`src/rtl/boson_video_pkg.sv`:
```
// Shared types and default geometry for the Boson parallel video receiver.
package boson_video_pkg;

    typedef enum logic [1:0] {
        S_DISABLED = 2'd0,
        S_SEEK     = 2'd1,
        S_ACTIVE   = 2'd2,
        S_DROP     = 2'd3
    } state_t;

    localparam int DEF_H_ACTIVE = 640;
    localparam int DEF_V_ACTIVE = 512;

    // One FIFO entry: two packed pixels plus frame/line markers (34 bits).
    typedef struct packed {
        logic        sof;
        logic        eol;
        logic [31:0] data;
    } word_t;

endpackage

```
`src/rtl/boson_rx_fifo.sv`:
```
// First-word-fall-through FIFO carrying packed pixel words with sof/eol markers.
module boson_rx_fifo
    import boson_video_pkg::*;
#(
    parameter int DEPTH = 16
) (
    input  logic                     clk,
    input  logic                     resetn,
    input  logic                     wr_en,
    input  logic [$bits(word_t)-1:0] wr_data,
    input  logic                     rd_en,
    output logic [$bits(word_t)-1:0] rd_data,
    output logic                     full,
    output logic                     empty
);

    localparam int AW = $clog2(DEPTH);

    logic [$bits(word_t)-1:0] mem [DEPTH];
    logic [AW:0]              wr_ptr;
    logic [AW:0]              rd_ptr;
    logic                     push;
    logic                     pop;

    // A full FIFO still accepts a write when the head leaves in the same cycle.
    assign pop  = rd_en && !empty;
    assign push = wr_en && (!full || pop);

    assign empty   = (wr_ptr == rd_ptr);
    assign full    = (wr_ptr[AW] != rd_ptr[AW]) && (wr_ptr[AW-1:0] == rd_ptr[AW-1:0]);
    assign rd_data = mem[rd_ptr[AW-1:0]];

    always_ff @(posedge clk) begin
        if (!resetn) begin
            wr_ptr <= '0;
            rd_ptr <= '0;
        end else begin
            if (push) wr_ptr <= wr_ptr + 1'b1;
            if (pop)  rd_ptr <= rd_ptr + 1'b1;
        end
    end

    // NOTE: storage is deliberately not reset; the pointers alone define validity.
    always_ff @(posedge clk) begin
        if (push) mem[wr_ptr[AW-1:0]] <= wr_data;
    end

endmodule

```
`src/rtl/boson_video_rx.sv`:
```
// Boson CMOS video capture: input register, pixel-pair packer, frame FSM,
// geometry/overflow error flags and an output FWFT FIFO.
module boson_video_rx
    import boson_video_pkg::*;
#(
    parameter int H_ACTIVE   = DEF_H_ACTIVE,
    parameter int V_ACTIVE   = DEF_V_ACTIVE,
    parameter int FIFO_DEPTH = 16
) (
    input  logic        clk,
    input  logic        resetn,
    input  logic        cam_vsync,
    input  logic        cam_hsync,
    input  logic        cam_valid,
    input  logic [15:0] cam_data,
    input  logic        cap_en,
    input  logic        err_clr,
    output logic [31:0] out_data,
    output logic        out_sof,
    output logic        out_eol,
    output logic        out_valid,
    input  logic        out_ready,
    output logic        frame_done,
    output logic [15:0] frame_count,
    output logic        err_ovf,
    output logic        err_line,
    output logic        err_frame
);

    localparam logic [15:0] X_LINE = 16'(H_ACTIVE);
    localparam logic [15:0] Y_LAST = 16'(V_ACTIVE - 1);

    logic        r_vsync, r_hsync, r_valid;
    logic [15:0] r_data;
    logic        vsync_d, valid_d;
    logic        vsync_rise, line_end;
    logic        unused_hsync;

    state_t      state;
    logic [15:0] x_cnt, y_cnt;
    logic [15:0] hold;
    logic        sof_armed;
    logic        wr_en;
    word_t       wr_word;

    word_t       push_word, head_word;
    logic        fifo_full, fifo_empty;
    logic        rd, accept, ovf, push, eol_now;

    always_ff @(posedge clk) begin
        if (!resetn) begin
            r_vsync <= 1'b0;
            r_hsync <= 1'b0;
            r_valid <= 1'b0;
            r_data  <= '0;
            vsync_d <= 1'b0;
            valid_d <= 1'b0;
        end else begin
            r_vsync <= cam_vsync;
            r_hsync <= cam_hsync;
            r_valid <= cam_valid;
            r_data  <= cam_data;
            vsync_d <= r_vsync;
            valid_d <= r_valid;
        end
    end

    // hsync is captured with the other camera pins but line timing comes from valid.
    assign unused_hsync = r_hsync;

    assign vsync_rise = r_vsync && !vsync_d;
    assign line_end   = valid_d && !r_valid;

    assign rd     = out_valid && out_ready;
    assign accept = !fifo_full || rd;
    assign ovf    = wr_en && !accept;
    assign push   = wr_en && accept && (state != S_DROP);

    // An even-length line's last word is already in the write stage when its end is seen.
    assign eol_now = (state == S_ACTIVE) && line_end && !vsync_rise
                   && !x_cnt[0] && (x_cnt != 16'd0);

    always_comb begin
        push_word     = wr_word;
        push_word.eol = wr_word.eol || eol_now;
    end

    always_ff @(posedge clk) begin
        if (!resetn) begin
            state       <= S_DISABLED;
            x_cnt       <= '0;
            y_cnt       <= '0;
            hold        <= '0;
            sof_armed   <= 1'b0;
            wr_en       <= 1'b0;
            wr_word     <= '0;
            frame_done  <= 1'b0;
            frame_count <= '0;
            err_ovf     <= 1'b0;
            err_line    <= 1'b0;
            err_frame   <= 1'b0;
        end else begin
            wr_en      <= 1'b0;
            frame_done <= 1'b0;

            // NOTE: the clear comes first so any set below in the same cycle wins.
            if (err_clr) begin
                err_ovf   <= 1'b0;
                err_line  <= 1'b0;
                err_frame <= 1'b0;
            end

            case (state)
                S_DISABLED: begin
                    if (cap_en) state <= S_SEEK;
                end

                S_SEEK, S_DROP: begin
                    if (!cap_en) begin
                        state <= S_DISABLED;
                    end else if (vsync_rise) begin
                        x_cnt     <= '0;
                        y_cnt     <= '0;
                        sof_armed <= 1'b1;
                        state     <= S_ACTIVE;
                    end
                end

                S_ACTIVE: begin
                    if (vsync_rise) begin
                        err_frame <= 1'b1;
                        x_cnt     <= '0;
                        y_cnt     <= '0;
                        sof_armed <= 1'b1;
                    end else if (r_valid) begin
                        x_cnt <= x_cnt + 16'd1;
                        if (!x_cnt[0]) begin
                            hold <= r_data;
                        end else begin
                            wr_en        <= 1'b1;
                            wr_word.sof  <= sof_armed;
                            wr_word.eol  <= 1'b0;
                            wr_word.data <= {r_data, hold};
                            sof_armed    <= 1'b0;
                        end
                    end else if (line_end && (x_cnt != 16'd0)) begin
                        if (x_cnt[0]) begin
                            wr_en        <= 1'b1;
                            wr_word.sof  <= sof_armed;
                            wr_word.eol  <= 1'b1;
                            wr_word.data <= {16'h0000, hold};
                            sof_armed    <= 1'b0;
                        end
                        if (x_cnt != X_LINE) err_line <= 1'b1;
                        x_cnt <= '0;
                        if (y_cnt == Y_LAST) begin
                            y_cnt       <= '0;
                            frame_done  <= 1'b1;
                            frame_count <= frame_count + 16'd1;
                            state       <= cap_en ? S_SEEK : S_DISABLED;
                        end else begin
                            y_cnt <= y_cnt + 16'd1;
                        end
                    end
                end

                default: state <= S_DISABLED;
            endcase

            // Overflow overrides any transition above; the rest of the frame is dropped.
            if (ovf && (state != S_DROP)) begin
                err_ovf <= 1'b1;
                state   <= S_DROP;
            end
        end
    end

    boson_rx_fifo #(
        .DEPTH (FIFO_DEPTH)
    ) u_fifo (
        .clk     (clk),
        .resetn  (resetn),
        .wr_en   (push),
        .wr_data (push_word),
        .rd_en   (rd),
        .rd_data (head_word),
        .full    (fifo_full),
        .empty   (fifo_empty)
    );

    assign out_valid = !fifo_empty;
    assign out_data  = out_valid ? head_word.data : 32'd0;
    assign out_sof   = out_valid && head_word.sof;
    assign out_eol   = out_valid && head_word.eol;

endmodule

```
`config.mk`:
```
export PLATFORM = sky130hd
export DESIGN_NAME = boson_video_rx
export DESIGN_NICKNAME = d
export VERILOG_FILES = /design/src/rtl/boson_video_pkg.sv /design/src/rtl/boson_rx_fifo.sv /design/src/rtl/boson_video_rx.sv
export SDC_FILE = /design/constraint.sdc
export NUM_CORES = 1
export LEC_CHECK = 0
export BUFFER_PORTS_ARGS = -buffer_cell sky130_fd_sc_hd__buf_2
export CORE_AREA = 5 5 391 239
export DETAILED_ROUTE_END_ITERATION = 10
export DIE_AREA = 0 0 396 244
export GPL_TIMING_DRIVEN = 0
export SYNTH_ARGS = -nofsm -noshare
export SYNTH_HDL_FRONTEND = slang
export SYNTH_HIERARCHICAL = 1
export SYNTH_SLANG_ARGS = --single-unit
```
`constraint.sdc`:
```
create_clock -name clk -period 4.95 [get_ports clk]
set_clock_uncertainty 0.2 [all_clocks]
set_input_delay 0.7425 -clock clk [delete_from_list [all_inputs] [get_ports clk]]
set_output_delay 0.7425 -clock clk [all_outputs]
set_load 0.05 [all_outputs]
```
* Yosys cells after proc, flatten, opt, wreduce, memory -nomap -nowiden
Memory sizes are Yosys's and may differ from the RTL's. A register that Yosys moved wholly into a read port is not among the register bits.
Cells that the tools add are included.
** Operators by class
- $add $sub $neg :: 5
- Equal/unequal tests :: 20
- Mux-type cells :: 52
- Bitwise gates (word level) :: 6
- Reduce and logical (&&, ||, !) cells :: 41
** Operators by type and width (number)
- 2-to-1 mux 16 bit :: 9
- 2-to-1 mux 34 bit :: 4
- case mux 16 bit (2 select lines) :: 2
- adder 16 x 1 -> 16 bit, second input constant :: 3
- 2-to-1 mux 32 bit :: 1
- 2-to-1 mux 1 bit :: 24
- logical AND 1 bit :: 17
- == test 16 x 9 -> 1 bit, second input constant :: 1
- 2-to-1 mux 2 bit :: 8
- inequality test 16 x 10 -> 1 bit, second input constant :: 1
- nonzero test 16 bit :: 1
- AND reduction 4 bit :: 3
- adder 5 x 1 -> 5 bit, second input constant :: 2
- AND reduction 5 bit :: 2
- inequality test 3 x 2 -> 1 bit, second input constant :: 3
- 2-to-1 mux 4 bit :: 2
- zero test 1 bit :: 7
- inequality test 2 bit, second input constant :: 3
- inequality test 3 x 1 -> 1 bit, second input constant :: 2
- inequality test 3 bit, second input constant :: 2
- inverter 1 bit :: 6
- case mux 2 bit (3 select lines) :: 1
- AND reduction 6 bit :: 1
- nonzero test 2 bit :: 3
- 13 further kinds :: 16
** Storage, ports and cells
- Flip-flop bits (word level) :: 136
- Bits in writable memories :: 544
- Input bits :: 24
- Output and inout port bits :: 55
- Word-level logic and storage cells :: 146
- Memories kept :: 1
** Memories
- u_fifo.mem :: words 16, width 34, read ports 1, clocked after memory_dff 1, write ports 1, line boson_rx_fifo.sv:19 : logic [$bits(word_t)-1:0] mem [DEPTH];

* Logic depth before layout (Yosys ltp)
- Depth in word-level cells :: 9
- Depth in mapped cells :: 11
- Gate-level depth less buffers :: 10

* Hierarchy
Netlist, hierarchy kept.
** By module, submodules not included
- boson_rx_fifo :: instances 1, cells each 841, area an instance 21201.6 um2, seq. area each 16615.9 um2
- boson_video_rx :: instances 1, cells each 627, area an instance 5452.7 um2, seq. area each 2522.4 um2

* Worst setup path after synthesis
OpenSTA, ideal clock, no wires.
- Path type :: flip-flop to flip-flop
- Start :: register u_fifo.wr_ptr[2]
- End :: memory u_fifo/mem[11][0] in the netlist's numbering, enable pin
- Library setup time :: 0.475 ns
- Arrival time :: 4.426 ns
- Required time :: 4.275 ns
- Setup slack :: -0.151 ns
- Stages on the path, launching flop included :: 10
- Buffers on the path :: 1
- Period minus slack after synthesis :: 5.101 ns
- Path through :: dfxtp_1 buf_2 xnor2_1 nand4_2 nor2_1 inv_1 nand2_1 a21oi_1 o311ai_4 nor3b_1
** On the way
- Longest elaborated chain between the ends :: 9
- Elaborated cells on any way between the ends :: 14
- Those cells by class :: eq/ne (2); mux (2); reduce/logical (10)
** RTL lines
- start: declaration :: line boson_rx_fifo.sv:20 : logic [AW:0] wr_ptr;
- start signal: assignment :: line boson_rx_fifo.sv:38 : if (push) wr_ptr <= wr_ptr + 1'b1;
- == test 5 bit :: line boson_rx_fifo.sv:29 : assign empty = (wr_ptr == rd_ptr);
- net fifo_empty :: line boson_video_rx.sv:47 : logic fifo_full, fifo_empty;
- zero test 1 bit :: line boson_video_rx.sv:191 : assign out_valid = !fifo_empty;
- net out_valid :: line boson_video_rx.sv:21 : output logic out_valid,
- logical AND 1 bit :: line boson_video_rx.sv:74 : assign rd = out_valid && out_ready;
- logical OR 1 bit :: line boson_video_rx.sv:75 : assign accept = !fifo_full || rd;
- logical AND 1 bit (2 in series) :: line boson_video_rx.sv:77 : assign push = wr_en && accept && (state != S_DROP);
- net push :: line boson_video_rx.sv:48 : logic rd, accept, ovf, push, eol_now;
- logical AND 1 bit :: line boson_rx_fifo.sv:27 : assign push = wr_en && (!full || pop);
- 2-to-1 mux 1 bit :: line boson_rx_fifo.sv:45 : if (push) mem[wr_ptr[AW-1:0]] <= wr_data;
- 2-to-1 mux 1 bit (not written as such) :: line boson_rx_fifo.sv:45
- end: declaration :: line boson_rx_fifo.sv:19
The timed path passes the listed nets, and every way through them passes these cells.

==> flow_metrics.env <==
export IMPL_hold_class="primary input to flip-flop"
export IMPL_insertion_delay_ps=650
export IMPL_cts_sinks=684
export IMPL_ios=79
export IMPL_timing_final_max_slew_violations=0
export IMPL_first_global_vias=14900
export IMPL_reg2reg_slack_ps=850
export IMPL_cts_tree="yes"
export IMPL_routed_wl_um=69200
export IMPL_fmax_ghz=0.213
export IMPL_cp_arrival_ps=3740
export IMPL_hold_viol=0
export IMPL_rows=85
export IMPL_ant_nets=0
export IMPL_grt_max_degree=24
export IMPL_cts_root_buf="clkbuf_16"
export IMPL_crit_buf_inv=3
export IMPL_rsz0062_at_grt="false"
export IMPL_synth_edf_count=544
export IMPL_cp_cell_sequence="buf_2 -> clkbuf_1 -> mux4_2 -> mux4_2 -> nor2b_1 -> buf_2"
export IMPL_max_cap_violations=0
export IMPL_critPathMaxFanout=19
export IMPL_placed_cells=2743
export IMPL_die_h_um=244
export IMPL_crit_family="buffers and inverters"
export IMPL_fin_crit_sh_pct=94.6
export IMPL_pwr_share_comb_pct=0.7
export IMPL_reg2reg_from="u_fifo/wr_ptr[2]"
export IMPL_worstSetupEndpointType="output port"
export IMPL_coreArea_um2=89200
export IMPL_relSlewSlack_pct=16.1
export IMPL_synth_nets=1501
export IMPL_die_width_um=396
export IMPL_syn_to_final_growth_pct=16.4
export IMPL_cts_buffers=59
export IMPL_path_clk_slew_ps=60
export IMPL_yosysSeqAreaShare_pct=71.8
export IMPL_hpwl_um=44300
export IMPL_finalWorstPathRequiredPeriod_ps=4680
export IMPL_total_leakage_power_nw=9.37
export IMPL_cp_depth=6
export IMPL_grt_busiest_layer="met2"
export IMPL_synth_most_common_cell="edfxtp_1"
export IMPL_internal_power_mw=8.80
export IMPL_wire_per_inst_um=24.2
export IMPL_antenna_found_initial=2
export IMPL_start_util_pct=29.9
export IMPL_diodes=0
export IMPL_synth_cell_types=61
export IMPL_cts_max_level=2
export IMPL_fin_cells=2854
export IMPL_grtUsageMet3_pct=2.99
export IMPL_setup_violations=0
export IMPL_cts_buffer_depth=3
export IMPL_die_area_um2=96600
export IMPL_slowest_stage="clkbuf_1"
export IMPL_outcome="complete, no violations"
export IMPL_powerDensity_nw_per_um2=356
export IMPL_synth_top_area_share_pct=61.3
export IMPL_postSynth_asyncResetShare_pct=0
export IMPL_dp_slack_ps=395
export IMPL_yosys_top_cells_count="edfxtp_1 (544), mux4_2 (170), dfxtp_1 (140)"
export IMPL_numPortBuffers=77
export IMPL_grt_total_usage_pct=14.1
export IMPL_synth_top_cell_by_area="edfxtp_1"
export IMPL_ys_top_cells_by_area="edfxtp_1 (61%), mux4_2 (14%), dfxtp_1 (11%), a21oi_1 (1.6%), o21ai_0 (1.0%)"
export IMPL_vias=15000
export IMPL_via_per_inst=5.24
export IMPL_cp_required_ps=4010
export IMPL_ys_ff_latch=684
export IMPL_seq_power_share_pct=55.5
export IMPL_drive_above_1_share_pct=26.3
export IMPL_syn_area_um2=26700
export IMPL_cp_slowest_stage_delay_ps=770
export IMPL_drc_errors=0
export IMPL_r2r_cells=13
export IMPL_reg2reg_to="u_fifo/mem[3][1]"
export IMPL_yosys_warnings=6
export IMPL_worst_slack_ps=265
export IMPL_synth_flop_cell="edfxtp_1"
export IMPL_switching_share_pct=20.4
export IMPL_grt_pass1_wl_um=102000
export IMPL_nNetsFinal=1662
export IMPL_endpoint="out_sof"
export IMPL_ir_drop_mv=0.290
export IMPL_overflow=0
export IMPL_power_frac_clock_pct=43.8
export IMPL_first_iter_violations=1527
export IMPL_first_pass_iters=5
export IMPL_use_met1_pct=20.3
export IMPL_crit_path_start_kind="flip-flop"
export IMPL_min_from="cam_data[1]"
export IMPL_gp_congestion=0.842
export IMPL_path_class="flip-flop to output port"
export IMPL_p_sw_mw=2.26
export IMPL_worstMarginPinSlew_ps=1250
export IMPL_synth_cells=1468
export IMPL_synth_area_per_cell_um2=18.2
export IMPL_grtUsageMet2_pct=22.3
export IMPL_hold_ws_ps=94.8
[power by group through the flow]
stage | sequential, mW | combinational (mW) | clock [mW]
floorplan | 6.25 | 0.0456 | 0
global placement | 6.26 | 0.0790 | 0
detailed placement | 6.26 | 0.0824 | 0
CTS | 6.13 | 0.0825 | 4.95
global route | 6.13 | 0.0899 | 5.20
finish | 6.13 | 0.0829 | 4.84
[per-layer routing]
layer / wire length [um] / vias to the layer above
met2: 31900 / 572
met3: 5360 / 96
li1: - / 6288
met4: 1110 / 0
met5: 0 / -
met1: 30800 / 7998
[worst min-delay path by stage]
| stage | endpoint | cells past startpoint |
|---|---|---|
| after floorplan | hold[0] | 2 |
| after CTS | r_data[1] | 2 |
| final | r_data[1] | 2 |
| after global routing | r_data[1] | 2 |
| after detailed placement | push_word[3] | 2 |
| after global placement | y_cnt[5] | 2 |
[flip-flops by register name (all words and copies together), names as in the netlist, 2 cells and up, named ones only]
register       cells
u_fifo/mem       544
push_word         33
frame_count       16
hold              16
r_data            16
x_cnt             16
y_cnt             16
u_fifo/rd_ptr      5
u_fifo/wr_ptr      5
state              2
[area by class of cell]
cell class	instances	area [um2]
fill	8283	58200
sequential	684	19100
multi-input combinational	688	7080
clock buffer	74	1620
tap	1174	1470
timing repair buffer	101	846
buffer	80	420
clock inverter	38	407
inverter	15	56.3
[repair_timing]
item                       in CTS  in global routing
hold buffers                    0                  0
setup endpoints to repair       9                  1
buffers inserted                0                  0
resized for setup               1                  0
[through the flow]
step / instance area (um2) / power, mW / TNS (ps) / util, %
after global placement: 28500 / 6.34 / -281220 / 32.0
after detailed placement: 29000 / 6.34 / 0 / 32.5
after global routing: 31000 / 11.4 / 0 / 34.8
final: 31000 / 11.1 / 0 / 34.8
after floorplan: 26700 / 6.30 / 0 / -
after CTS: 31000 / 11.2 / 0 / 34.8
[layout by cell type, fill, tap and decap left out, types with 4 or more instances in the layout]
| master | n |
|---|---|
| buf_16 | 4 |
| o31ai_1 | 28 |
| a22o_1 | 16 |
| and2_1 | 28 |
| nor2b_1 | 39 |
| edfxtp_1 | 544 |
| nand2_1 | 44 |
| nor3_1 | 6 |
| ha_1 | 9 |
| buf_6 | 7 |
| clkbuf_1 | 47 |
| and4_1 | 4 |
| clkinv_1 | 7 |
| o211ai_1 | 5 |
| clkinvlp_4 | 7 |
| a21oi_1 | 84 |
| nor2_1 | 16 |
| clkbuf_16 | 61 |
| or3_1 | 11 |
| and3_1 | 12 |
| clkbuf_8 | 4 |
| dfxtp_1 | 140 |
| nand4_1 | 12 |
| bufinv_16 | 6 |
| o21ai_0 | 55 |
| buf_2 | 107 |
| or4_1 | 27 |
| mux4_2 | 170 |
| buf_8 | 8 |
| and3_2 | 12 |
| a31oi_1 | 4 |
| nand2b_1 | 9 |
| clkinv_2 | 12 |
| buf_12 | 13 |
| inv_1 | 15 |
| xnor2_1 | 11 |
| nand3_1 | 41 |
[cells by family after synthesis]
group | count (synthesis) | synth area share [%]
DFF | 684 | 71.8
and+or+nand+nor | 284 | 6.31
AOI/OAI and AO/OA | 209 | 4.76
muxes | 173 | 14.5
buffers and inverters | 96 | 1.80
xor gates and xnor gates | 13 | 0.427
adders and majority gates | 9 | 0.422
[worst register-to-register path: stages (launching register included)]
cell and delay, ps:
dfxtp_1 310, buf_2 250, xnor2_1 170, nand4_2 270, nor2_2 680, inv_1 120, nand2_1 180, inv_1 140
o311ai_4 580, nor3_2 280, buf_8 230, buf_6 150, buf_6 150, buf_6 150
(Power assumes the default switching activity.)
